**config.mk**
```make
export PLATFORM = sky130hd
export DESIGN_NAME = pid_channel_scheduler
export DESIGN_NICKNAME = d
export VERILOG_FILES = /design/src/rtl/pid_channel_scheduler.sv
export SDC_FILE = /design/constraint.sdc
export NUM_CORES = 2
export LEC_CHECK = 0
export CAP_MARGIN = 20
export CORE_MARGIN = 5
export CORE_UTILIZATION = 64
export CTS_CLUSTER_DIAMETER = 60
export CTS_CLUSTER_SIZE = 40
export DETAILED_ROUTE_END_ITERATION = 6
export GPL_TIMING_DRIVEN = 1
export PLACE_DENSITY = 0.82
export SYNTH_ARGS = -nofsm -noshare
export SYNTH_HDL_FRONTEND = slang
export SYNTH_SLANG_ARGS = --single-unit
```
**constraint.sdc**
```tcl
create_clock -name clk -period 12.91 [get_ports clk]
set_input_delay 3.2275 -clock clk [delete_from_list [all_inputs] [get_ports clk]]
set_output_delay 3.2275 -clock clk [all_outputs]
set_load 0.1 [all_outputs]
```
**src/rtl/pid_channel_scheduler.sv**
```systemverilog
// pid_channel_scheduler
// Shares one PID multiply/accumulate path across NCH motor channels.
// A free-running tick counter starts a sweep. At sweep start the scheduler
// snapshots every encoder value, every setpoint and the live gains. It then
// steps each channel through ERR, MP, MI, MD and WB, and pulses done.
//
// Ports:
//   clk, rst_n          clock, synchronous active-low reset
//   enc_flat [NCH*N]    signed encoder values, channel c at [c*N +: N]
//   set_flat [NCH*N]    signed setpoints, same packing
//   cfg_we/addr/data    gain write port (0=kp, 1=ki, 2=kd, 3=ignored)
//   pwm_flat [NCH*N]    saturated PWM per channel, same packing
//   busy                high while channels are being processed
//   done                one-cycle pulse at the end of a sweep
//   overrun             sticky, set when a tick arrives outside IDLE
//
// Optional build macro ANTIWINDUP_EN: when defined, the saturated PWM value
// is stored back into the integrator history in place of the raw accumulator.
module pid_channel_scheduler #(
  parameter int N        = 8,
  parameter int NCH      = 4,
  parameter int TICK_MAX = 55609,
  parameter int PWM_MAX  = 127
) (
  input  logic             clk,
  input  logic             rst_n,
  input  logic [NCH*N-1:0] enc_flat,
  input  logic [NCH*N-1:0] set_flat,
  input  logic             cfg_we,
  input  logic [1:0]       cfg_addr,
  input  logic [7:0]       cfg_data,
  output logic [NCH*N-1:0] pwm_flat,
  output logic             busy,
  output logic             done,
  output logic             overrun
);

  localparam int CW = (NCH > 1) ? $clog2(NCH) : 1;
  localparam int TW = (TICK_MAX > 0) ? $clog2(TICK_MAX + 1) : 1;
  localparam logic signed [31:0] PWM_LIM = 32'(PWM_MAX);

  typedef enum logic [2:0] {IDLE, ERR, MP, MI, MD, WB, DONE} state_t;

  state_t state, state_nxt;

  logic [TW-1:0] tick_cnt;
  logic          tick;
  logic [CW-1:0] ch;
  logic          last_ch;

  logic signed [7:0]  kp_live, ki_live, kd_live;
  logic signed [31:0] kp_w, ki_w, kd_w;
  logic signed [31:0] tgt [NCH];
  logic signed [31:0] act [NCH];
  logic signed [31:0] err, acc;
  logic signed [31:0] op_a, op_b, prod;

  logic signed [31:0] hist_acc [NCH];
  logic signed [31:0] e1 [NCH];
  logic signed [31:0] e2 [NCH];
  logic [N-1:0]       pwm [NCH];

  function automatic logic signed [31:0] sext_n(input logic [N-1:0] v);
    return {{(32-N){v[N-1]}}, v};
  endfunction

  function automatic logic signed [31:0] sext_8(input logic [7:0] v);
    return {{24{v[7]}}, v};
  endfunction

  // Clamp the accumulator into the unsigned PWM range 0..PWM_MAX.
  function automatic logic [N-1:0] sat_pwm(input logic signed [31:0] a);
    if (a < 0)
      return '0;
    else if (a > PWM_LIM)
      return PWM_LIM[N-1:0];
    else
      return a[N-1:0];
  endfunction

  // Control tick: counter wraps after TICK_MAX, tick marks the terminal count.
  assign tick = (tick_cnt == TW'(TICK_MAX));

  always_ff @(posedge clk) begin
    if (!rst_n)
      tick_cnt <= '0;
    else if (tick)
      tick_cnt <= '0;
    else
      tick_cnt <= tick_cnt + 1'b1;
  end

  // Live gain registers. The sweep runs on its own copies, so writes here
  // only affect the next sweep.
  always_ff @(posedge clk) begin
    if (!rst_n) begin
      kp_live <= 8'sd17;
      ki_live <= 8'sd14;
      kd_live <= 8'sd0;
    end else if (cfg_we) begin
      case (cfg_addr)
        2'd0:    kp_live <= cfg_data;
        2'd1:    ki_live <= cfg_data;
        2'd2:    kd_live <= cfg_data;
        default: ;
      endcase
    end
  end

  assign last_ch = (ch == CW'(NCH - 1));

  always_comb begin
    state_nxt = state;
    busy      = 1'b0;
    done      = 1'b0;
    case (state)
      IDLE: if (tick) state_nxt = ERR;
      ERR:  begin busy = 1'b1; state_nxt = MP; end
      MP:   begin busy = 1'b1; state_nxt = MI; end
      MI:   begin busy = 1'b1; state_nxt = MD; end
      MD:   begin busy = 1'b1; state_nxt = WB; end
      WB:   begin busy = 1'b1; state_nxt = last_ch ? DONE : ERR; end
      DONE: begin done = 1'b1; state_nxt = IDLE; end
      default: state_nxt = IDLE;
    endcase
  end

  // Shared multiplier: operand pair chosen by the current term.
  always_comb begin
    op_a = kp_w;
    op_b = err;
    case (state)
      MI:      begin op_a = ki_w; op_b = e1[ch]; end
      MD:      begin op_a = kd_w; op_b = e2[ch]; end
      default: ;
    endcase
  end

  assign prod = op_a * op_b;

  // Control state, per-channel history and PWM outputs.
  always_ff @(posedge clk) begin
    if (!rst_n) begin
      state   <= IDLE;
      ch      <= '0;
      overrun <= 1'b0;
      for (int c = 0; c < NCH; c++) begin
        hist_acc[c] <= '0;
        e1[c]       <= '0;
        e2[c]       <= '0;
        pwm[c]      <= '0;
      end
    end else begin
      state <= state_nxt;
      if (tick && state != IDLE)
        overrun <= 1'b1;
      if (state == IDLE && tick)
        ch <= '0;
      if (state == WB) begin
        e2[ch]  <= e1[ch];
        e1[ch]  <= err;
        pwm[ch] <= sat_pwm(acc);
`ifdef ANTIWINDUP_EN
        hist_acc[ch] <= {{(32-N){1'b0}}, sat_pwm(acc)};
`else
        hist_acc[ch] <= acc;
`endif
        if (!last_ch)
          ch <= ch + 1'b1;
      end
    end
  end

  // Snapshot and arithmetic datapath. These registers are always loaded
  // before use within a sweep, so they carry no reset.
  always_ff @(posedge clk) begin
    if (state == IDLE && tick) begin
      for (int c = 0; c < NCH; c++) begin
        tgt[c] <= sext_n(set_flat[c*N +: N]);
        act[c] <= sext_n(enc_flat[c*N +: N]);
      end
      kp_w <= sext_8(kp_live);
      ki_w <= sext_8(ki_live);
      kd_w <= sext_8(kd_live);
    end
    case (state)
      ERR:     err <= tgt[ch] - act[ch];
      MP:      acc <= hist_acc[ch] + prod;
      MI:      acc <= acc - prod;
      MD:      acc <= acc + prod;
      default: ;
    endcase
  end

  for (genvar g = 0; g < NCH; g++) begin : g_pwm
    assign pwm_flat[g*N +: N] = pwm[g];
  end

endmodule

```
## Word-level counts from Yosys, hierarchy flattened

Memory sizes are Yosys's and may differ from the RTL's. A register that Yosys moved wholly into a read port is not among the register bits.
Index checks and enable logic that the tools add are counted.

| word-level totals | value |
|---|---|
| register bits | 134 |
| memory bits (writable) | 672 |
| bits of input ports | 77 |
| output and inout bits | 35 |
| logic and storage cells | 92 |
| memories | 6 |

Memories:

| name | depth | width | rd ports | clocked after memory_dff | wr ports | RTL line | source |
|---|---|---|---|---|---|---|---|
| act | 4 | 32 | 1 | 1 | 4 | 54 | `logic signed [31:0] act [NCH];` |
| e1 | 4 | 32 | 1 | 1 | 4 | 59 | `logic signed [31:0] e1 [NCH];` |
| e2 | 4 | 32 | 1 | 1 | 4 | 60 | `logic signed [31:0] e2 [NCH];` |
| hist_acc | 4 | 32 | 1 | 1 | 4 | 58 | `logic signed [31:0] hist_acc [NCH];` |
| tgt | 4 | 32 | 1 | 1 | 4 | 53 | `logic signed [31:0] tgt [NCH];` |
| pwm | 4 | 8 | 4 | 0 | 4 | 61 | `logic [N-1:0] pwm [NCH];` |

| cells by class | value |
|---|---|
| $add $sub $neg | 6 |
| $mul | 1 |
| order comparisons | 2 |
| equality and inequality tests | 11 |
| multiplexer cells | 38 |
| bitwise logic cells | 1 |
| reduce and logical (&&, ||, !) cells | 15 |

Operator list:

| kind | number |
|---|---|
| $pmux W32 S2 | 2 |
| $mux W32 | 3 |
| $pmux W32 S3 | 1 |
| $reduce_or A32 Y1 | 3 |
| $add A32 B32 Y32 | 2 |
| $sub A32 B32 Y32 | 2 |
| $mux W8 | 5 |
| $gt A32 B8 Y1 const B | 1 |
| $lt A32 B1 Y1 const B | 1 |
| $mul A32 B32 Y32 | 1 |
| $mux W2 | 12 |
| $pmux W3 S6 | 1 |
| $add A16 B1 Y16 const B | 1 |
| $eq A16 B16 Y1 const B | 1 |
| $mux W1 | 12 |
| $eq A3 B3 Y1 const B | 3 |
| $reduce_or A8 Y1 | 1 |
| $eq A3 B2 Y1 const B | 2 |
| $mux W3 | 2 |
| $reduce_and A2 Y1 | 3 |
| $reduce_bool A3 Y1 | 2 |
| $reduce_or A5 Y1 | 1 |
| $eq A2 B2 Y1 const B | 2 |
| $eq A3 B1 Y1 const B | 1 |
| other kinds (8) | 9 |

## Depth between registers and ports, before layout

| depth | value |
|---|---|
| depth after elaboration | 6 |
| depth in mapped cells | 44 |
| mapped depth without buffers | 41 |

## Worst setup path before layout

No wires, ideal clock.

| path | value |
|---|---|
| kind | reg-to-reg |
| from | reg ch[0] (netlist name) |
| to | reg acc[31], data pin |
| library setup time | 262 ps |
| data arrival time | 11063 ps |
| data required time | 12648 ps |
| path slack | 1585 ps |
| stages on the path, launching flop included | 43 |
| buffers on the path | 5 |
| clock period less this slack | 11325 ps |
| path through | dfxtp_1 > buf_6 > buf_2 > buf_2 > buf_2 > buf_2 > mux4_2 > o22a_1 > o21ai_1 > nor2_1 > ha_1 > inv_1 > fa_1 > fa_1 > fa_1 > inv_1 > fa_1 > inv_1 > (+7 left out) > a41oi_1 > xor2_1 > o2111a_1 > nor2b_1 > nand2_1 > nor4_1 > a21oi_1 > xor2_1 > ha_1 > nand2_1 > nor2_1 > a2111oi_0 > o31ai_1 > a21oi_1 > xnor2_1 > xnor2_1 > a211oi_1 > xnor2_1 |

RTL lines:

| item | RTL line | source |
|---|---|---|
| to (signal assigned) | 188 | `MP: acc <= hist_acc[ch] + prod;` |
| to (signal assigned) | 189 | `MI: acc <= acc - prod;` |
| to (signal assigned) | 190 | `MD: acc <= acc + prod;` |
| to (decl) | 55 | `logic signed [31:0] err, acc;` |

## Final worst setup path

| path | value |
|---|---|
| from | reg state[2] |
| to | reg acc[31], data pin |

| between the ends | value |
|---|---|
| word-level cells in the longest chain between the ends | 5 |
| elaborated cells on any way between the ends | 10 |
| those cells by class | add/sub: 3; mul: 1; eq/ne: 3; mux: 3 |

RTL lines:

| item | RTL line | source |
|---|---|---|
| from (decl) | 44 | `state_t state, state_nxt;` |
| from (signal assigned) | 154 | `state <= state_nxt;` |
| $eq A3 B3 Y1 / $eq A3 B2 Y1 (equally long branches) | 132, 186 |  |
| $pmux W32 S2 | 132 | `case (state)` |
| $mul A32 B32 Y32 | 139 | `assign prod = op_a * op_b;` |
| $add A32 B32 Y32, or another cell as far along | 190 |  |
| $pmux W32 S3 (*) | 186 | `case (state)` |

Every way passes the cells marked *; elsewhere a longest branch is shown, timed or not.
A chain may end at the register's enable or synchronous reset.

==> impl_metrics.tcl <==
set metrics [dict create \
    grt_max_degree 89 \
    fmax_mhz 82.86 \
    multiInputGateArea_um2 20690 \
    synthesis.yosys.warnings 0 \
    cts_tree "done" \
    period_share_pct 93.48 \
    crit_arrival_ps 12380 \
    hold_class "flop to flop" \
    worst_pin_slew_ps 1133 \
    async_flop_share_pct 0 \
    numCtsBuffers 39 \
    clock_skew_ps 47.89 \
    rr_startpoint "state[2]$_SDFFE_PN0P_" \
    wl_per_cell_um 22.52 \
    netlist_instances 3367 \
    ys_ff_latch 596 \
    overflow 0 \
    crit_path_end_kind "flop" \
    drt_pass1_iterations 6 \
    regArea_um2 17450 \
    cp_top_family "adder cells" \
    die_x_um 259.6 \
    final-setup-viol-count 0 \
    worstPathMaxFanout 41 \
    cts-htree-levels 2 \
    clk_path_buf_depth 3 \
    setup_tns_ps 0 \
    drive_gt1_share_pct 8.393 \
    grt_use_total_pct 29.17 \
    cp.depth 34 \
    core_um2 61710 \
    netlist_area_um2 39870 \
    critPathLaunchType "flop" \
    vias 26560 \
    drt_iter0_drc 2811 \
    die_h_um 259.6 \
    ant_nets 0 \
    reg2reg_depth 34 \
    wl_um 96920 \
    critical_path_class "flop to flop" \
    required_ps 13220 \
    max_stage_delay_ps 900 \
    finalCriticalPeriod_ps 12070 \
    slew_headroom_pct 23.76 \
    synth_ff_type "edfxtp_1" \
    antenna_found_initial 2 \
    cts.sinks 596 \
    ys_seq_area_share_pct 43.74 \
    grt_pass1_vias 27740 \
    use_met3_pct 5.000 \
    cpMaxStageDelayCell "fa_1" \
    peakVddDrop_v 0.0001375 \
    diodes 0 \
    crit_top_cell "fa_1" \
    port-buffer-count 111 \
    clock_latency_ps 610 \
    start_util_pct 64.60 \
    clk_pin_slew_ps 110 \
    placed_area_um2 41990 \
    ios 112 \
    worst_hold_slack_ps 441.6 \
    stdcell_area_um2 43520 \
    cp_num_buf_inv 3 \
    gp_congestion 0.9426 \
    r2r-end "acc[31]$_DFFE_PP_" \
    area.growth.synth_to_final_pct 9.171 \
    slew_violations 0 \
    status "completed" \
    nFillCells 4247 \
    finalHoldViolCount 0 \
    cts-root-buf "clkbuf_16" \
    p_leak_nw 17.59 \
    cp-startpoint "state[2]$_SDFFE_PN0P_" \
    reg2reg_slack_ps 840 \
    drc 0 \
    grt_use_met1_pct 41.37 \
    max_cap_viol_count 0 \
    crit_path_end "acc[31]$_DFFE_PP_" \
    dieArea_um2 67380 \
    power.density_nw_per_um2 86.07 \
    grt_pass1_wl_um 153900 \
    synth_edf_count 550 \
    core.rowCount 91 \
    busiest_layer "met2" \
    synth.distinct_cells 81 \
    final_nets 3996 \
    met2_usage_pct 48.17 \
    rsz0062_at_grt "no" \
    avgSynthCellArea_um2 11.84 \
    via_per_inst 6.170 \
    dp_hpwl_um 68200 \
]
-- registers in the layout (all words and copies together), names as in the netlist, 16 cells and up --
| register | count |
|---|---|
| e1 | 120 |
| e2 | 120 |
| err | 30 |
| acc | 32 |
| pwm | 32 |
| act | 32 |
| tick_cnt | 16 |
| tgt | 32 |
| hist_acc | 128 |
-- where the power goes --
part	internal [mW]	leakage, nW	switching, mW
combinational	0.0616	11.0	0.102
clock	0.690	0.684	0.732
sequential	2.14	5.88	0.0147
total	2.90	17.6	0.849
-- through the flow --
step           setup slack, ps  power [mW]  cells  util (%)
5_1_grt                  17.77       3.845   4304     70.52
6_report                 841.8       3.746   4304     70.52
3_3_place_gp             892.9       2.358   4231     68.05
3_5_place_dp             688.0       2.366   4231     68.05
4_1_cts                  600.3       3.758   4302     70.36
2_1_floorplan             1585       2.306   3370         -
-- cell families (layout without fill, tap and decap cells) --
| group | count (synthesis) | in the layout | synth area share (%) |
|---|---|---|---|
| AND/OR/NAND/NOR | 1068 | 1068 | 14.14 |
| adder cells (fa/ha/maj) | 485 | 485 | 20.38 |
| other | 1 | 4 | 0.009407 |
| XOR/XNOR | 154 | 154 | 3.383 |
| multiplexers | 133 | 133 | 6.581 |
| AO/OA/AOI/OAI | 426 | 426 | 6.965 |
| flip-flops | 596 | 596 | 43.74 |
| buffers and inverters | 504 | 601 | 4.805 |
-- synthesized netlist by cell type (8+ instances only) --
cell	instances	area, um2
inv_1	367	1378
o21ai_1	9	45.04
fa_1	275	5505
o31ai_1	9	67.56
xnor2_1	95	832.1
o22ai_1	18	112.6
or3_1	12	75.07
or2_2	28	175.2
nand2_1	163	611.8
xor2_1	59	516.8
nand2b_1	25	156.4
a21o_1	44	330.3
nor2b_1	37	231.5
ha_1	207	2590
o211ai_1	11	82.58
o22a_1	8	70.07
and2_1	394	2465
buf_1	15	56.30
nand4_1	12	75.07
and3_1	15	93.84
a21oi_1	110	550.5
mux2i_1	27	270.3
buf_2	13	65.06
a211oi_1	23	172.7
dfxtp_1	46	920.9
nor3b_1	10	75.07
mux4_2	103	2320
a2111oi_0	8	70.07
nor2_1	250	938.4
edfxtp_1	550	16520
o21ai_0	85	425.4
nor4_1	13	81.33
nor3_1	52	260.3
o21bai_1	14	105.1
clkbuf_1	107	401.6
a31oi_1	9	56.30
o21a_1	19	142.6
nand3_1	29	145.1
-- worst register-to-register path, delay by kind of cell (launching register included) --
family	cells	cell delay, ps
XOR/XNOR	2	630
flip-flops	1	420
AND/OR/NAND/NOR	7	1650
adder cells (fa/ha/maj)	11	5290
buffers and inverters	3	640
AO/OA/AOI/OAI	11	3110
-- cells in the final DEF, fill, tap and decap left out, types with 51 or more instances in the layout --
| cell | synthesis | final |
|---|---|---|
| a21oi_1 | 110 | 110 |
| and2_1 | 394 | 394 |
| clkdlybuf4s50_1 | 0 | 111 |
| edfxtp_1 | 550 | 550 |
| fa_1 | 275 | 275 |
| ha_1 | 207 | 207 |
| inv_1 | 367 | 366 |
| mux4_2 | 103 | 103 |
| nand2_1 | 163 | 160 |
| nor2_1 | 250 | 248 |
| nor3_1 | 52 | 51 |
| o21ai_0 | 85 | 81 |
| xnor2_1 | 95 | 93 |
| xor2_1 | 59 | 59 |
-- area by class of cell --
class | instances | area share, %
flip-flops and latches | 596 | 40.08
clock buffers | 44 | 2.406
repair buffers | 162 | 3.507
well taps | 837 | 2.406
clock inverters | 27 | 0.8797
multi-input cells | 2270 | 47.54
inverters | 368 | 3.177
-- how the worst min path moves through the flow --
stage,start,to,cells after the start
floorplan,kp_live[0]$_SDFFE_PN1P_,kp_w[0]$_DFFE_PP_,0
global placement,ki_live[0]$_SDFFE_PN0P_,ki_w[0]$_DFFE_PP_,0
detailed placement,kd_live[0]$_SDFFE_PN0P_,kd_w[0]$_DFFE_PP_,0
CTS,kd_live[0]$_SDFFE_PN0P_,kd_w[0]$_DFFE_PP_,0
global route,ki_live[6]$_SDFFE_PN0P_,ki_w[6]$_DFFE_PP_,0
finish,kd_live[0]$_SDFFE_PN0P_,kd_w[0]$_DFFE_PP_,0
-- per-layer routing --
layer,vias up,routed length (um)
li1,11780,-
met1,13400,39030
met2,1211,46380
met3,164,9174
met4,6,2286
met5,-,41
-- what timing repair did --
item                                    in CTS  in global routing
endpoints found under the setup margin       0                  1
buffers inserted                             0                  1
hold buffers                                 0                  0
gates resized for setup                      0                 11
No activity file was read; power rests on OpenSTA's default activity.
